<file path="config.mk">
export PLATFORM = sky130hd
export DESIGN_NAME = pc_sequencer
export DESIGN_NICKNAME = d
export VERILOG_FILES = /design/src/rtl/pc_sequencer.sv
export SDC_FILE = /design/constraint.sdc
export NUM_CORES = 1
export LEC_CHECK = 0
export CORE_MARGIN = 1
export CORE_UTILIZATION = 44
export DETAILED_ROUTE_END_ITERATION = 7
export GPL_TIMING_DRIVEN = 1
export PLACE_DENSITY = 0.82
export RECOVER_POWER = 50
export SYNTH_ARGS = -nofsm -noshare
export SYNTH_HDL_FRONTEND = slang
export SYNTH_SLANG_ARGS = --single-unit
</file>
<file path="constraint.sdc">
create_clock -name clk -period 2.5 [get_ports clk]
set_input_delay 0.5 -clock clk [delete_from_list [all_inputs] [get_ports clk]]
set_output_delay 0.5 -clock clk [all_outputs]
set_load 0.005 [all_outputs]
</file>
<file path="src/rtl/pc_sequencer.sv">
// Program-counter sequencer: picks the next fetch address from branch-unit redirects,
// hazard/imem stalls and sequential flow, and flushes younger instructions after a redirect.
module pc_sequencer #(
    parameter int                ADDR_W       = 32,
    parameter logic [ADDR_W-1:0] RESET_PC     = '0,
    parameter int                FLUSH_CYCLES = 2
) (
    input  logic              clk,
    input  logic              reset,
    input  logic [1:0]        pc_srcs,
    input  logic              src_valid,
    input  logic [ADDR_W-1:0] jr_target,
    input  logic [ADDR_W-1:0] j_target,
    input  logic [ADDR_W-1:0] br_target,
    input  logic              stall_in,
    input  logic              imem_ready,
    output logic [ADDR_W-1:0] pc,
    output logic              pc_valid,
    output logic              flush,
    output logic              redirect,
    output logic              misalign,
    output logic [15:0]       redirect_cnt
);

    localparam logic [1:0] S_BOOT  = 2'd0;
    localparam logic [1:0] S_RUN   = 2'd1;
    localparam logic [1:0] S_STALL = 2'd2;
    localparam logic [1:0] S_FLUSH = 2'd3;

    localparam logic [2:0]        FLUSH_INIT = 3'(FLUSH_CYCLES);
    localparam logic [ADDR_W-1:0] PC_STEP    = ADDR_W'(4);

    logic [1:0]        state;
    logic [2:0]        fcnt;
    logic              adv;
    logic              take;
    logic [ADDR_W-1:0] tgt;

    function automatic logic [15:0] sat_inc(input logic [15:0] v);
        return (v == 16'hFFFF) ? v : v + 16'd1;
    endfunction

    always_comb begin
        adv  = imem_ready & ~stall_in;
        take = src_valid & (pc_srcs != 2'b11);
        tgt  = br_target;
        case (pc_srcs)
            2'b00:   tgt = jr_target;
            2'b01:   tgt = j_target;
            default: tgt = br_target;
        endcase
    end

    // Flush is derived from the counter so it is high exactly while the counter is non-zero.
    assign flush = (fcnt != 3'd0);

    always_ff @(posedge clk) begin
        if (reset) begin
            state        <= S_BOOT;
            fcnt         <= 3'd0;
            pc           <= RESET_PC;
            pc_valid     <= 1'b0;
            redirect     <= 1'b0;
            misalign     <= 1'b0;
            redirect_cnt <= 16'd0;
        end else begin
            redirect <= 1'b0;
            misalign <= 1'b0;
            case (state)
                S_BOOT: begin
                    pc_valid <= 1'b1;
                    state    <= S_RUN;
                end
                S_RUN, S_STALL: begin
                    if (take) begin
                        // Redirect is accepted even while stalled; the target is then held.
                        pc           <= {tgt[ADDR_W-1:2], 2'b00};
                        redirect     <= 1'b1;
                        misalign     <= (tgt[1:0] != 2'b00);
                        redirect_cnt <= sat_inc(redirect_cnt);
                        fcnt         <= FLUSH_INIT;
                        state        <= S_FLUSH;
                    end else if (!adv) begin
                        state <= S_STALL;
                    end else begin
                        pc    <= pc + PC_STEP;
                        state <= S_RUN;
                    end
                end
                S_FLUSH: begin
                    // Control inputs here belong to flushed instructions and are ignored.
                    if (adv) begin
                        pc <= pc + PC_STEP;
                    end
                    if (fcnt <= 3'd1) begin
                        fcnt  <= 3'd0;
                        state <= adv ? S_RUN : S_STALL;
                    end else begin
                        fcnt <= fcnt - 3'd1;
                    end
                end
                default: state <= S_BOOT;
            endcase
        end
    end

endmodule

</file>
==> summary.txt <==
Layout
  – Fillcell total: ~700
  – Final Net Count: roughly 760
  – Multi-input gate area: between 0.002 and 0.0025 sq mm
  – # diodes: 0
  – Reg area: roughly 0.0011 sq mm
  – Most frequent cells in the layout: clkdlybuf4s50_1, dfxtp_1, nor2_1
  – Final cell count without fillers: between 700 and 800
  – Synth-to-layout area growth: 46.92%
  – Most common cell after layout, fill and taps aside: clkdlybuf4s50_1
  – Share of cells above drive strength 1: 0.07585

Placement
  – Gpl congestion: about 0.90
  – IO Port Bufs: roughly 150
  – Post-DP HPWL: ~9.5 mm
  – Inst Count DP: 744

Global routing
  – Largest net degree at the start of global routing: 56
  – First-pass GRT wire length: 19.41 mm
  – Final global-route overflow total: 0
  – Initial antenna violation count: 0
  – Vias in the first global route: between 4000 and 5000
  – Overall Global Routing Usage: 0.2719

Critical path
  – CP Class: primary input to flop
  – Reg2reg end: pc[26]$_SDFFE_PP0N_
  – Critical path peak fanout: 6
  – CP Launch Point: stall_in
  – Worst R2R Setup Slack: between 0.2 and 0.3 ns
  – R2R depth: 6
  – Worst reg2reg startpoint: pc[2]$_SDFFE_PP0N_
  – Worst Setup End Kind: flop
  – Worst endpoint required time: around 2.8 ns
  – Crit path DAT: 2.62 ns
  – Crit start category: primary input

Power and ir drop
  – Reg power frac: 0.451
  – Clock share of power: 0.218
  – LEAKAGE: approximately 2.1 nW
  – Comb pwr share: 0.332
  – P_sw: a little over 0.0007 W
  – Switch share: 0.3217
  – Cell Pwr Density: between 400 and 500 mW/mm^2
  – Internal power: ~0.0015 W
  – Worst vdd ir: between 200 and 300 uV

Synth
  – Register bit total from synthesis: 54
  – Synth Area in Adders: 0.02334
  – Post-synthesis simple-gate area fraction: 0.2491
  – Post-synthesis mux area share: 0.1230
  – Register area share after synthesis: 0.2881
  – Avg Inst Size Synth: 7.550 sq um
  – Synth unique cells: 54
  – Asr flop ratio synth: 0
  – Compound-cell area share of the yosys netlist: 0.2324
  – Xor and xnor area share after synthesis: 0.02801
  – Largest family of logic cells by synthesized area: simple AND/OR/NAND/NOR gates
  – Synth Warn #: 0
  – Main flop type after synthesis: dfxtp_1
  – Cell Area, Synth: ~0.0038 sq mm
  – Number of flops mapped to enable cells by yosys: 0
  – Gate count of the mapped netlist: around 500

CTS
  – CTS Root Cell: clkbuf_8
  – Total CTS buffers: 5
  – Post CTS Setup Buffer Count: 0
  – CTS resizes: 0
  – H-tree levels: 2
  – Max clock buf depth: 2
  – Clk sink count: 54
  – Clk pin slew, worst setup/hold paths: roughly 0.1 ns
  – TritonCTS clock tree: built
  – Post-CTS Hold Buffers: 0
  – Clk Latency, worst-skew pair: 0.31 ns

Detailed routing
  – Total number of vias: ~4400
  – Iteration-0 DRC Markers: between 300 and 400
  – First drt pass iteration count: 5
  – Vias per inst: 5.887
  – DRC Markers: 0
  – Routed Antenna Nets: 0
  – Final wirelength: between 10 and 15 mm
  – WL/cell: 16.55 um

Floorplan
  – I/O Pins: approximately 160
  – FP Rows: 33
  – Die Area: between 0.008 and 0.009 sq mm
  – Die W: 94.35 um
  – Initial Util: 0.4567
  – Die Ht: between 90 and 100 um
  – Core area: ~0.0082 sq mm

Worst hold path
  – Hold Path Sink: pc_valid$_SDFFE_PP0N_
  – Worst Hold Class: flop to flop
  – Worst min-delay path startpoint: pc_valid$_SDFFE_PP0N_
  – Hold Crit Depth: 2

Timing
  – Max-slew headroom: 0.1241
  – Clock Skew: ~0.013 ns
  – Sum Neg Setup Slack: 0 ns
  – Minimum clock period: between 2 and 2.5 ns
  – Worst-margin pin slew: 1.314 ns
  – RSZ-0062 raised after global routing: no
  – Slew Viols, Final: 0
  – Finish-stage setup viols: 0
  – Peak Freq: around 0.42 GHz
  – Tcrit/Tclk final: 0.9453
  – Final Hold Vio Count: 0

Run
  – Max Cap Violations: 0

Outcome
  – Status: finished, final reports clean
cell type report:
cell class / instances / share of cell area
multi-input cells: 393 / 0.4478
repair buffers: 178 / 0.3082
flip-flops and latches: 54 / 0.1961
well taps: 105 / 0.02383
clock buffers: 6 / 0.01316
inverters: 14 / 0.009532
clock inverters: 1 / 0.001362
cell families (layout without fill, tap and decap cells):
family,count (synthesis),count (layout)
AND/OR/NAND/NOR,185,185
AO/OA/AOI/OAI,142,142
flip-flops,54,54
buffers and inverters,51,199
multiplexers,45,45
XOR/XNOR,12,12
adder cells (fa/ha/maj),7,7
other,1,2
per-layer routing:
layer  global-route usage  up-vias  share of wire
li1                     -     2124              -
met1               0.3348     2045           0.41
met5                    0        -              0
met3              0.06683       25           0.11
met2               0.4740      227           0.46
met4              0.06410        0          0.017
stage by stage:
step                total power (W)  hold WS [ns]    util  area [sq um]  setup WS (ns)
floorplan                  0.001366        0.4619       -          3756         0.3716
finish                     0.002221        0.4910  0.6709          5513         0.1367
global route               0.002347        0.5190  0.6709          5513        0.03307
global placement           0.001748        0.4530  0.6621          5440        -0.1229
CTS                        0.002244        0.5042  0.6718          5520         0.1412
detailed placement         0.001771        0.4826  0.6621          5440        -0.1650
power groups by stage:
| stage | Sequential [W] | Clock, W | Combinational [W] |
|---|---|---|---|
| final | 0.00100 | 0.000483 | 0.000736 |
| after CTS | 0.00100 | 0.000490 | 0.000753 |
| after global routing | 0.00101 | 0.000532 | 0.000802 |
| after global placement | 0.00102 | 0 | 0.000731 |
| after detailed placement | 0.00102 | 0 | 0.000750 |
| after floorplan | 0.00101 | 0 | 0.000361 |
flip-flops by register name, indices dropped and copies added (netlist names):
signal        cells
pc_valid          1
state             2
redirect          1
redirect_cnt     16
fcnt              3
misalign          1
pc               30
critical path: stages:
cell,delay (ns)
clkdlybuf4s50_1,0.43
nand3b_1,0.27
or4_1,0.63
or4_1,0.43
a21oi_1,0.16
o221a_1,0.19
synth_stat cells (all sizes together) (2+ instances only):
| library cell | n | share of area |
|---|---|---|
| a31oi | 7 | 0.012 |
| nor3 | 22 | 0.029 |
| nor2b | 2 | 0.0033 |
| and4 | 5 | 0.012 |
| o21ai | 40 | 0.053 |
| nand3 | 13 | 0.020 |
| clkbuf | 27 | 0.027 |
| nand4b | 2 | 0.0047 |
| nand3b | 2 | 0.0040 |
| nand2 | 44 | 0.044 |
| nor2 | 47 | 0.047 |
| o21a | 3 | 0.0060 |
| or4 | 4 | 0.0080 |
| o221a | 3 | 0.0090 |
| a21oi | 46 | 0.061 |
| mux2i | 36 | 0.096 |
| nand4 | 13 | 0.022 |
| inv | 14 | 0.014 |
| nor4 | 12 | 0.022 |
| a211oi | 5 | 0.010 |
| nand2b | 3 | 0.0050 |
| and2 | 6 | 0.010 |
| buf | 10 | 0.014 |
| a22oi | 7 | 0.014 |
| and3 | 6 | 0.010 |
| ha | 7 | 0.023 |
| mux2 | 9 | 0.027 |
| a21o | 6 | 0.012 |
| o211ai | 8 | 0.016 |
| xnor2 | 12 | 0.028 |
| o31ai | 4 | 0.0080 |
| dfxtp | 54 | 0.29 |
| a41oi | 3 | 0.0070 |
| or3 | 2 | 0.0037 |
worst max-delay path by stage:
stage / depth (start not counted) / slack, ns / to
after detailed placement: 6 / -0.16 / pc[26]$_SDFFE_PP0N_
after floorplan: 7 / 0.37 / pc[26]$_SDFFE_PP0N_
after global routing: 6 / 0.03 / pc[31]$_SDFFE_PP0N_
after global placement: 6 / -0.12 / pc[26]$_SDFFE_PP0N_
after CTS: 6 / 0.14 / pc[26]$_SDFFE_PP0N_
final: 6 / 0.14 / pc[26]$_SDFFE_PP0N_
No activity file was read; power rests on OpenSTA's default activity.
